`src/rtl/cotm32_pkg.sv`:
```
// Shared constants and types for the cotm32 terminal UART transmit path.
// Latency: n/a (definitions only).
// Backpressure: n/a (definitions only).
package cotm32_pkg;

    localparam int BYTE_WIDTH         = 8;
    // 100 MHz core clock at 115200 baud
    localparam int UART_CLKS_PER_BIT  = 868;
    localparam int UART_TX_FIFO_DEPTH = 4;

    typedef enum logic [1:0] {
        IDLE  = 2'd0,
        START = 2'd1,
        DATA  = 2'd2,
        STOP  = 2'd3
    } uart_tx_state_e;

endpackage

```
`src/rtl/uart_tx_fifo.sv`:
```
// Small synchronous FIFO buffering bytes ahead of the UART serializer.
// Latency: push visible on dout/count the cycle after the write edge; dout is combinational from head.
// Backpressure: push ignored when full, pop ignored when empty; simultaneous push+pop keeps count.
module uart_tx_fifo #(
    parameter  int DEPTH = 4,
    parameter  int WIDTH = 8,
    localparam int AW    = $clog2(DEPTH)
) (
    input  logic             clk,
    input  logic             rst,
    input  logic             push,
    input  logic             pop,
    input  logic [WIDTH-1:0] din,
    output logic [WIDTH-1:0] dout,
    output logic             full,
    output logic             empty,
    output logic [AW:0]      count
);

    logic [WIDTH-1:0] mem [DEPTH];
    logic [AW-1:0]    wr_ptr;
    logic [AW-1:0]    rd_ptr;
    logic             do_push;
    logic             do_pop;

    assign full    = (count == (AW+1)'(DEPTH));
    assign empty   = (count == '0);
    assign do_push = push && !full;
    assign do_pop  = pop && !empty;
    assign dout    = mem[rd_ptr];

    // Storage is data-only and carries no reset.
    always_ff @(posedge clk) begin
        if (do_push) begin
            mem[wr_ptr] <= din;
        end
    end

    // Pointers wrap naturally because DEPTH is a power of two.
    always_ff @(posedge clk) begin
        if (rst) begin
            wr_ptr <= '0;
            rd_ptr <= '0;
            count  <= '0;
        end else begin
            if (do_push) begin
                wr_ptr <= wr_ptr + AW'(1);
            end
            if (do_pop) begin
                rd_ptr <= rd_ptr + AW'(1);
            end
            case ({do_push, do_pop})
                2'b10:   count <= count + (AW+1)'(1);
                2'b01:   count <= count - (AW+1)'(1);
                default: count <= count;
            endcase
        end
    end

endmodule

```
`src/rtl/uart_tx.sv`:
```
// UART transmitter: byte FIFO feeding an 8N1 serializer, LSB first, idle-high line.
// Latency: byte pushed into an empty FIFO with the FSM idle drives the start bit two edges later.
// Backpressure: none upstream; a write while full is dropped and flagged by a one-cycle o_overflow.
module uart_tx
    import cotm32_pkg::*;
#(
    parameter int CLKS_PER_BIT = UART_CLKS_PER_BIT,
    parameter int FIFO_DEPTH   = UART_TX_FIFO_DEPTH
) (
    input  logic                          i_clk,
    input  logic                          i_rst,
    input  logic                          i_valid,
    input  logic [BYTE_WIDTH-1:0]         i_data,
    output logic                          o_ready,
    output logic                          o_overflow,
    output logic                          o_busy,
    output logic [$clog2(FIFO_DEPTH):0]   o_count,
    output logic                          o_tx
);

    localparam int CW  = $clog2(CLKS_PER_BIT);
    localparam int BCW = $clog2(BYTE_WIDTH + 1);

    uart_tx_state_e          state;
    logic [CW-1:0]           baud_cnt;
    logic [BCW-1:0]          bit_cnt;
    logic [BYTE_WIDTH-1:0]   shift;
    logic [BYTE_WIDTH-1:0]   fifo_dout;
    logic                    fifo_full;
    logic                    fifo_empty;
    logic                    baud_last;
    logic                    pop;

    uart_tx_fifo #(
        .DEPTH (FIFO_DEPTH),
        .WIDTH (BYTE_WIDTH)
    ) u_fifo (
        .clk   (i_clk),
        .rst   (i_rst),
        .push  (i_valid),
        .pop   (pop),
        .din   (i_data),
        .dout  (fifo_dout),
        .full  (fifo_full),
        .empty (fifo_empty),
        .count (o_count)
    );

    assign o_ready   = !fifo_full;
    assign o_busy    = (o_count != '0) || (state != IDLE);
    assign baud_last = (baud_cnt == CW'(CLKS_PER_BIT - 1));
    // Fetch the next byte when idle, or at the very end of a stop bit so frames abut.
    assign pop       = !fifo_empty &&
                       ((state == IDLE) || ((state == STOP) && baud_last));

    // Shift register loads on pop and advances at the end of each data bit.
    always_ff @(posedge i_clk) begin
        if (pop) begin
            shift <= fifo_dout;
        end else if ((state == DATA) && baud_last) begin
            shift <= shift >> 1;
        end
    end

    // Frame sequencer; o_tx is registered from the current state so it lags state by one edge.
    always_ff @(posedge i_clk) begin
        if (i_rst) begin
            state      <= IDLE;
            baud_cnt   <= '0;
            bit_cnt    <= '0;
            o_tx       <= 1'b1;
            o_overflow <= 1'b0;
        end else begin
            o_overflow <= i_valid && fifo_full;
            case (state)
                IDLE: begin
                    o_tx <= 1'b1;
                    if (pop) begin
                        baud_cnt <= '0;
                        bit_cnt  <= '0;
                        state    <= START;
                    end
                end
                START: begin
                    o_tx     <= 1'b0;
                    baud_cnt <= baud_last ? '0 : baud_cnt + CW'(1);
                    if (baud_last) begin
                        bit_cnt <= '0;
                        state   <= DATA;
                    end
                end
                DATA: begin
                    o_tx     <= shift[0];
                    baud_cnt <= baud_last ? '0 : baud_cnt + CW'(1);
                    if (baud_last) begin
                        if (bit_cnt == BCW'(BYTE_WIDTH - 1)) begin
                            state <= STOP;
                        end else begin
                            bit_cnt <= bit_cnt + BCW'(1);
                        end
                    end
                end
                STOP: begin
                    o_tx     <= 1'b1;
                    baud_cnt <= baud_last ? '0 : baud_cnt + CW'(1);
                    if (baud_last) begin
                        bit_cnt <= '0;
                        state   <= pop ? START : IDLE;
                    end
                end
                default: begin
                    o_tx  <= 1'b1;
                    state <= IDLE;
                end
            endcase
        end
    end

endmodule

```
`config.mk`:
```
export PLATFORM = sky130hd
export DESIGN_NAME = uart_tx
export DESIGN_NICKNAME = d
export VERILOG_FILES = /design/src/rtl/cotm32_pkg.sv /design/src/rtl/uart_tx_fifo.sv /design/src/rtl/uart_tx.sv
export SDC_FILE = /design/constraint.sdc
export NUM_CORES = 1
export LEC_CHECK = 0
export BUFFER_PORTS_ARGS = -buffer_cell sky130_fd_sc_hd__buf_4
export CORE_MARGIN = 2
export CORE_UTILIZATION = 45
export CTS_BUF_LIST = sky130_fd_sc_hd__clkbuf_2
export CTS_CLUSTER_DIAMETER = 30
export CTS_CLUSTER_SIZE = 12
export DETAILED_ROUTE_END_ITERATION = 10
export GPL_TIMING_DRIVEN = 0
export PLACE_DENSITY = 0.74
export SETUP_SLACK_MARGIN = 0.4
export SLEW_MARGIN = 20
export SYNTH_ARGS = -nofsm -noshare
export SYNTH_HDL_FRONTEND = slang
export SYNTH_SLANG_ARGS = --single-unit
```
`constraint.sdc`:
```
create_clock -name i_clk -period 3.2 [get_ports i_clk]
set_input_delay 0.96 -clock i_clk [delete_from_list [all_inputs] [get_ports i_clk]]
set_output_delay 0.96 -clock i_clk [all_outputs]
set_load 0.02 [all_outputs]
```
# == Yosys cells after proc, flatten, opt, wreduce, memory -nomap -nowiden ==
# Memory sizes are Yosys's and may differ from the RTL's. A register that Yosys moved wholly into a read port is not among the register bits.
# Cells that the tools add are included.
# classes
n_addsub,6
n_eq_ne,15
n_mux,23
n_reduce_logical,21
# ops
cell,count
two-way mux 10 bit,2
case mux 10 bit (2 select lines),1
two-way mux 4 bit,4
two-way mux 8 bit,2
two-way mux 2 bit,7
case mux 4 bit (3 select lines),1
"adder 10 x 1 -> 10 bit, second input constant",1
"== test 10 bit, second input constant",1
"!= test 2 bit, second input constant",5
case mux 2 bit (4 select lines),1
"== test 2 bit, second input constant",3
logical AND 1 bit,6
case mux 3 bit (2 select lines),1
nonzero test 2 bit,3
AND reduction 5 bit,1
"adder 2 x 1 -> 2 bit, second input constant",2
"adder 4 x 1 -> 4 bit, second input constant",1
"== test 2 x 1 -> 1 bit, second input constant",2
"== test 4 x 3 -> 1 bit, second input constant",1
"!= test 2 x 1 -> 1 bit, second input constant",2
AND reduction 4 bit,1
OR reduction 2 bit,2
"adder 3 x 1 -> 3 bit, second input constant",1
"== test 3 bit, second input constant",1
9 further kinds,13
# word_totals
reg_bits,33
mem_bits_rw,32
inputBits,11
out_inout_bits,7
elab_cells,75
n_memories,1
# memory_table
memory,depth,word_bits,read_ports,rd_clocked_by_memory_dff,write_ports,line_no,source
u_fifo.mem,4,8,1,1,1,uart_tx_fifo.sv:20,logic [WIDTH-1:0] mem [DEPTH];

# == Logic depth before layout (Yosys ltp) ==
# Gate-level depths: netlist of the first run.
# depth
ltp_word,7
depth_mapped,10
mapped_depth_nobuf,9

# == Modules after synthesis ==
# Synthesis of the first run repeated with hierarchy kept, for this count alone.
# hier_totals
hier_cells,230
hier_area_um2,2976.6
# modules_own_cells
module,n_inst,cells_per_inst,area_per_inst_um2,seq_area_each_um2
uart_tx_fifo,1,96,1630.3,1141.1
uart_tx,1,134,1346.3,600.6

# == Worst setup path before layout of the first run ==
# No wires, ideal clock.
# synth_timing
kind,register -> register
from,register baud_cnt[0]
to,register u_fifo.count[2]
setup_time_ps,70
arrival_time_ps,2335
required_ps,3130
path_slack_ps,795
path_stages_with_launch,10
n_path_buf,0
synth_period_minus_slack_ps,2405
path_cell_list,dfxtp_1 > ha_1 > and4bb_2 > a41oi_4 > nor2_4 > ha_1 > fa_1 > xnor2_1 > or3_1 > a21oi_1
# synth_between
elab_chain_cells,7
elab_cells_between_ends,9
cone_classes,3 x eq/ne; 1 x mux; 5 x reduce/logical
# synth_rtl
item,line_no,source
"start, declared",uart_tx.sv:25,logic [CW-1:0] baud_cnt;
"start signal, assigned",uart_tx.sv:86,baud_cnt <= baud_last ? '0 : baud_cnt + CW'(1);
"start signal, assigned",uart_tx.sv:94,baud_cnt <= baud_last ? '0 : baud_cnt + CW'(1);
"start signal, assigned",uart_tx.sv:105,baud_cnt <= baud_last ? '0 : baud_cnt + CW'(1);
== test 10 bit *,uart_tx.sv:51,assign baud_last = (baud_cnt == CW'(CLKS_PER_BIT - 1));
logical AND 1 bit *,uart_tx.sv:54,((state == IDLE) || ((state == STOP) && baud_last));
logical OR 1 bit *,uart_tx.sv:54,
logical AND 1 bit *,uart_tx.sv:53,assign pop = !fifo_empty &&
logical AND 1 bit *,uart_tx_fifo.sv:29,assign do_pop = pop && !empty;
== test 2 x 1 -> 1 bit / == test 2 bit (equally long branches),uart_tx_fifo.sv:52,"case ({do_push, do_pop})"
case mux 3 bit (2 select lines) / nonzero test 2 bit (equally long branches),n/a,
"end signal, assigned",uart_tx_fifo.sv:53,2'b10: count <= count + (AW+1)'(1);
"end signal, assigned",uart_tx_fifo.sv:54,2'b01: count <= count - (AW+1)'(1);
"end signal, assigned",uart_tx_fifo.sv:55,default: count <= count;
"end, declared",uart_tx_fifo.sv:17,output logic [AW:0] count
# Every way passes the cells marked *; elsewhere a longest branch is shown, timed or not.
# A chain may end at the register's enable or synchronous reset.

# == Worst setup path in the final report of the first run ==
# layout_timing
from,register state[0]
to,output port o_busy
# layout_between
elab_chain_cells,2
# layout_rtl
item,line_no,source
"start, declared",uart_tx.sv:24,uart_tx_state_e state;
"start signal, assigned",uart_tx.sv:108,state <= pop ? START : IDLE;
nonzero test 2 bit,uart_tx.sv:50,assign o_busy = (o_count != '0) || (state != IDLE);
logical OR 1 bit,uart_tx.sv:50,
"end, declared",uart_tx.sv:16,"output logic o_busy,"
# No other way between the ends.

==> results of run 1 <==
==> kinds of logic (layout without fill, tap and decap cells) <==
family          after synthesis  count (layout)  synth area share, %
flops                        67              67                 58.0
simple gates                 64              64                 13.5
compound gates               41              41                 9.42
mux                          18              18                 9.67
buf+inv                      15              54                 2.38
fa+ha+maj                    12              12                 5.25
xor+xnor                      6               6                 1.75
==> stage by stage <==
stage	setup slack [ns]	hold WS (ns)	utilization (%)	std cells	area [um2]
floorplan	0.795	0.457	-	223	3000
global placement	0.599	0.474	50.4	316	3220
detailed placement	0.590	0.479	50.4	316	3220
CTS	0.428	0.501	52.9	337	3380
global route	0.401	0.521	53.4	339	3410
finish	0.496	0.502	53.4	339	3410
==> layer usage <==
metal  share of wire [%]  up-vias  global-route usage (%)
met3                 4.3        4                    3.66
met2                  47       37                    24.4
met5                   0        -                       0
met1                  48      934                    21.6
met4                0.96        0                    8.51
li1                    -      925                       -
==> cell type report <==
class	count	area [um2]
Clock buffer	12	60.1
Multi-Input combinational cell	141	1200
Inverter	5	18.8
Sequential cell	67	1750
Buffer	10	62.6
Clock inverter	4	51.3
Fill cell	534	2970
Tap cell	77	96.3
Timing Repair Buffer	23	176
==> worst paths after layout <==
check	to	cells after the start	slack (ns)	from
min	baud_cnt[6]	2	0.50	baud_cnt[6]
max	o_busy	7	0.50	state[0]
max reg2reg	u_fifo.count[2]	10	0.59	state[0]
min reg2reg	baud_cnt[6]	2	0.50	baud_cnt[6]
==> flip-flops by register name, indices dropped and copies added, names as in the netlist, named ones only <==
| name | flops |
|---|---|
| u_fifo.count | 3 |
| bit_cnt | 4 |
| u_fifo.rd_ptr | 2 |
| u_fifo.wr_ptr | 2 |
| baud_cnt | 10 |
| o_overflow | 1 |
| o_tx | 1 |
| shift | 8 |
| u_fifo.mem | 32 |
| state | 2 |
==> power breakdown <==
| part | total, mW | switching, mW | internal [mW] |
|---|---|---|---|
| Clock | 0.481 | 0.290 | 0.191 |
| Sequential | 1.19 | 0.0774 | 1.12 |
| Combinational | 1.10 | 0.581 | 0.521 |
| Total | 2.78 | 0.948 | 1.83 |
==> cell usage in the layout (no fill, tap or decap), types with 2 or more instances in the layout <==
| master | Yosys | final |
|---|---|---|
| inv_2 | 1 | 3 |
| and3_1 | 6 | 6 |
| a21oi_1 | 10 | 10 |
| mux2i_1 | 2 | 2 |
| mux2_2 | 8 | 8 |
| o21ai_0 | 7 | 7 |
| xor2_1 | 4 | 4 |
| mux4_2 | 8 | 8 |
| or2_2 | 2 | 2 |
| o21ai_1 | 3 | 3 |
| nor2_1 | 8 | 8 |
| ha_1 | 11 | 10 |
| inv_1 | 4 | 2 |
| o31ai_1 | 2 | 2 |
| a31oi_1 | 7 | 7 |
| dfxtp_2 | 0 | 4 |
| and2_1 | 2 | 2 |
| nand4_1 | 2 | 2 |
| buf_6 | 1 | 4 |
| buf_4 | 1 | 22 |
| a311oi_1 | 2 | 2 |
| nand3_1 | 10 | 10 |
| edfxtp_1 | 40 | 40 |
| nor3_1 | 3 | 3 |
| or3_1 | 4 | 4 |
| nand2_1 | 11 | 11 |
| nand3b_1 | 2 | 2 |
| xnor2_1 | 2 | 2 |
| buf_2 | 3 | 2 |
| nor3b_1 | 3 | 3 |
| clkbuf_2 | 0 | 12 |
| clkbuf_1 | 4 | 4 |
| dfxtp_1 | 27 | 23 |
==> timing repair <==
item                                    CTS  global route
pin swaps                                 0             1
gates resized for setup                   8             4
endpoints found under the setup margin    1             3
buffers inserted                          5             2
hold buffers                              0             0
==> critical path, stage by stage, from the launching register on <==
cell and delay (ns):
dfxtp_2 0.36, inv_2 0.08, ha_4 0.13, buf_6 0.10
nor4b_4 0.28, inv_2 0.07, buf_6 0.12, buf_6 0.12
==> results.json, run 1 <==
{
  "area_growth_pct": 13.7,
  "setup_viol": 0,
  "drtIter0Drc": 84,
  "tns_ns": 0,
  "total_power_mw": 2.78,
  "timing.final.crit_period_ns": 2.70,
  "clk-insertion-delay-late_ns": 0.46,
  "io_pins": 18,
  "core_area_um2": 6390,
  "postRouteAntennaNets": 0,
  "vias_per_cell": 5.60,
  "fp-row-count": 29,
  "grt_setup_unrepaired": "no",
  "htreeDepth": 3,
  "max-slew-margin-rel_pct": 55.4,
  "synthCells": 223,
  "drive_gt1_share_pct": 30.5,
  "antennaDiodeCount": 0,
  "path_clk_slew_ns": 0.18,
  "grt_usage_pct": 16.1,
  "netlist_area_um2": 3000,
  "ys.flop_type": "edfxtp_1",
  "die_x_um": 85.7,
  "ys_types": 54,
  "clock-root-buffer": "clkbuf_2",
  "critPathKind": "flip-flop to output port",
  "start_util_pct": 47.0,
  "routed_wl_um": 5320,
  "hold_viol": 0,
  "fin_skew_ns": 0.0141,
  "numCtsBuffers": 9,
  "antenna_found_initial": 0,
  "drv_cap": 0,
  "synth_most_common_cell": "edfxtp_1",
  "setup.worst_path.start_class": "flip-flop",
  "avgSynthCellArea_um2": 13.5,
  "wl_per_cell_um": 15.7,
  "peakVddDrop_mv": 0.380,
  "worst-path-max-fanout": 3,
  "grt_pass1_vias": 1877,
  "portBuffers": 16,
  "grt_pass1_wl_um": 9000,
  "status": "finished, final reports clean",
  "clock_path_buffers": 2,
  "synth_warnings": 0,
  "num_vias": 1900,
  "slew_violations": 0,
  "nets": 280,
  "min_path_type": "flip-flop to flip-flop",
  "hpwl_um": 3480,
  "post-route-drc-count": 0,
  "yosysTopAreaCell": "edfxtp_1",
  "overflow": 0,
  "fin_crit_sh_pct": 84.5,
  "synth_fp_nets": 246,
  "place.gp.congestion": 0.776,
  "fmax_mhz": 370,
  "synth-seq-cells": 67,
  "die-area_um2": 7340,
  "clock-sinks": 67,
  "leakage_nw": 1.21,
  "grt_max_degree": 12,
  "synth_edf_count": 40,
  "endpoint_kind": "output port",
  "ys_seq_area_share_pct": 58.0,
  "firstDrtPassIters": 4,
  "synthTopCellsByArea": "edfxtp_1, dfxtp_1, mux4_2",
  "ys_async_sr_fraction_pct": 0,
  "required_ns": 2.24,
  "ys_top_cells_by_count": "edfxtp_1, dfxtp_1, ha_1, nand2_1",
  "fp.dieH_um": 85.7,
  "yosysTopAreaCellShare_pct": 40.0,
  "powerDensity_nw_per_um2": 814,
  "cts_tree": "yes",
  "tightestPinTransition_ns": 0.669,
  "cp.arrival_ns": 1.74
}
Note: power is estimated with default switching activity, not from simulation.
==> inputs of run 2 (changes only) <==
==> constraint.sdc (replaced) <==
create_clock -name i_clk -period 2.62 [get_ports i_clk]
set_input_delay 0.786 -clock i_clk [delete_from_list [all_inputs] [get_ports i_clk]]
set_output_delay 0.786 -clock i_clk [all_outputs]
set_load 0.02 [all_outputs]
==> run 2 against run 1 <==
  * Die area is the same
  * Largest cell class unchanged
  * Non-clock buffer count grew 22
  * Via count grew 5.0%
  * Sequential share of layout area shrank 3.7 points
  * Setup slack lost 0.48 ns
  * Worst hold slack lost 0.020 ns
==> results.json, run 2 (same netlist as run 1, synthesis figures left out) <==
{
  "fmax_mhz": 384,
  "postRouteAntennaNets": 0,
  "endpoint_kind": "flip-flop",
  "start_util_pct": 47.0,
  "place.gp.congestion": 0.731,
  "fp.dieH_um": 85.7,
  "vias_per_cell": 5.53,
  "grt_usage_pct": 17.2,
  "tightestPinTransition_ns": 0.696,
  "hold_viol": 0,
  "die-area_um2": 7340,
  "drtIter0Drc": 109,
  "hpwl_um": 3440,
  "fill_cells": 521,
  "fp-row-count": 29,
  "clock-sinks": 67,
  "fin_ws_ns": 0.0162,
  "min_from": "i_data[1]",
  "setup.worst_path.start_class": "flip-flop",
  "critPathKind": "flip-flop to flip-flop",
  "seq_area_um2": 1760,
  "antennaDiodeCount": 0,
  "clock_path_buffers": 2,
  "firstDrtPassIters": 4,
  "regMostFlops": "u_fifo.mem",
  "io_pins": 18,
  "antenna_found_initial": 0,
  "timing.final.crit_period_ns": 2.60,
  "cp-startpoint": "state[1]",
  "slew_violations": 0,
  "drive_gt1_share_pct": 39.4,
  "clk-insertion-delay-late_ns": 0.49,
  "clock-root-buffer": "clkbuf_2",
  "grt_max_degree": 13,
  "cts_tree": "yes",
  "leakage_nw": 1.34,
  "wl_per_cell_um": 15.9,
  "htreeDepth": 3,
  "post-route-drc-count": 0,
  "cp_top_family": "buffers and inverters",
  "cp_common_cell": "buf_4",
  "overflow": 0,
  "multiInputGateArea_um2": 1260,
  "grt_pass1_wl_um": 9540,
  "path_buf_inv": 13,
  "drv_cap": 0,
  "numCtsBuffers": 9,
  "routed_wl_um": 5730,
  "largest_register_ffs": 32,
  "min_path_type": "primary input to flip-flop",
  "preCtsSetupSlack_ns": 0.175,
  "die_x_um": 85.7,
  "cp_slowest_cell": "dfxtp_2",
  "portBuffers": 16,
  "core_area_um2": 6390,
  "powerDensity_nw_per_um2": 1080,
  "reg_top3": "u_fifo.mem (32), baud_cnt (10), shift (8)",
  "required_ns": 3.07,
  "worst-path-max-fanout": 2,
  "layout_commonest_cell": "edfxtp_1",
  "final_core_util_pct": 57.9,
  "r2r_start": "state[1]",
  "max-slew-margin-rel_pct": 53.6,
  "slowest_delay_ns": 0.37,
  "final_cell_mix": "edfxtp_1, buf_4, dfxtp_1, clkbuf_2",
  "nets": 302,
  "status": "finished, final reports clean",
  "crit_path_cell_trace": "inv_2 > ha_4 > buf_6 > nor4b_4 > inv_2 > buf_4 > buf_6 > buf_4 > buf_6 > buf_6 > buf_4 > buf_4 > buf_4 > buf_4 > buf_6 > a31oi_4 > mux2_4",
  "fin_skew_ns": 0.0198,
  "peakVddDrop_mv": 0.569,
  "cp.arrival_ns": 3.05,
  "area_growth_pct": 23.2,
  "grt_pass1_vias": 1963,
  "path_clk_slew_ns": 0.19,
  "num_vias": 1995,
  "setup_viol": 0,
  "fin_crit_sh_pct": 99.4,
  "grt_setup_unrepaired": "yes"
}
[run 2: changes by cell type in the layout (fill, tap and decap cells not counted), moves of 2 or more]
cell and change:
buf_4 +17, buf_6 +5, dfxtp_4 +2, dfxtp_1 -3
ha_1 -2
[run 2: per-layer routing]
metal / global-route usage [%] / part of all wire (%) / vias up
met3: 5.29 / 4.1 / 13
li1: - / - / 977
met1: 24.0 / 47 / 953
met4: 7.22 / 2.1 / 0
met2: 25.0 / 47 / 52
met5: 0 / 0 / -
[run 2: per-stage QoR]
stage               setup TNS [ns]  hold WS [ns]  power (mW)  instances  cell area (um2)
finish                           0         0.482        3.99        361             3700
detailed placement               0         0.487        2.68        316             3240
floorplan                        0         0.457        2.38        223             3020
global placement                 0         0.470        2.64        316             3240
CTS                              0         0.456        3.76        357             3610
global route                -0.189         0.415        4.23        361             3700
[run 2: layout make-up]
| type | count | share of cell area (%) |
|---|---|---|
| plain buffers | 10 | 1.86 |
| clock buffers | 11 | 1.49 |
| inverters | 5 | 0.508 |
| clock inverters | 5 | 2.13 |
| multi-input cells | 141 | 34.1 |
| repair buffers | 45 | 9.85 |
| well taps | 77 | 2.61 |
| flip-flops and latches | 67 | 47.5 |
[run 2: repair_timing]
action | in CTS | in global routing
endpoints found under the setup margin | 4 | 6
buffers inserted | 25 | 4
pin swaps | 3 | 9
hold buffers | 0 | 0
resized for setup | 17 | 13
[run 2: report_power, final]
group	internal, mW	leakage, nW	total, mW	switching, mW
registers	1.37	0.593	1.46	0.0851
clock network	0.320	0.0758	0.683	0.362
logic	0.989	0.668	1.85	0.860
[run 2: worst paths after layout]
check,endpoint,slack [ns],cells after the start
max reg2reg,bit_cnt[0],0.02,17
max,bit_cnt[0],0.02,17
min reg2reg,u_fifo.rd_ptr[1],0.51,2
min,u_fifo.mem[3][1],0.48,1
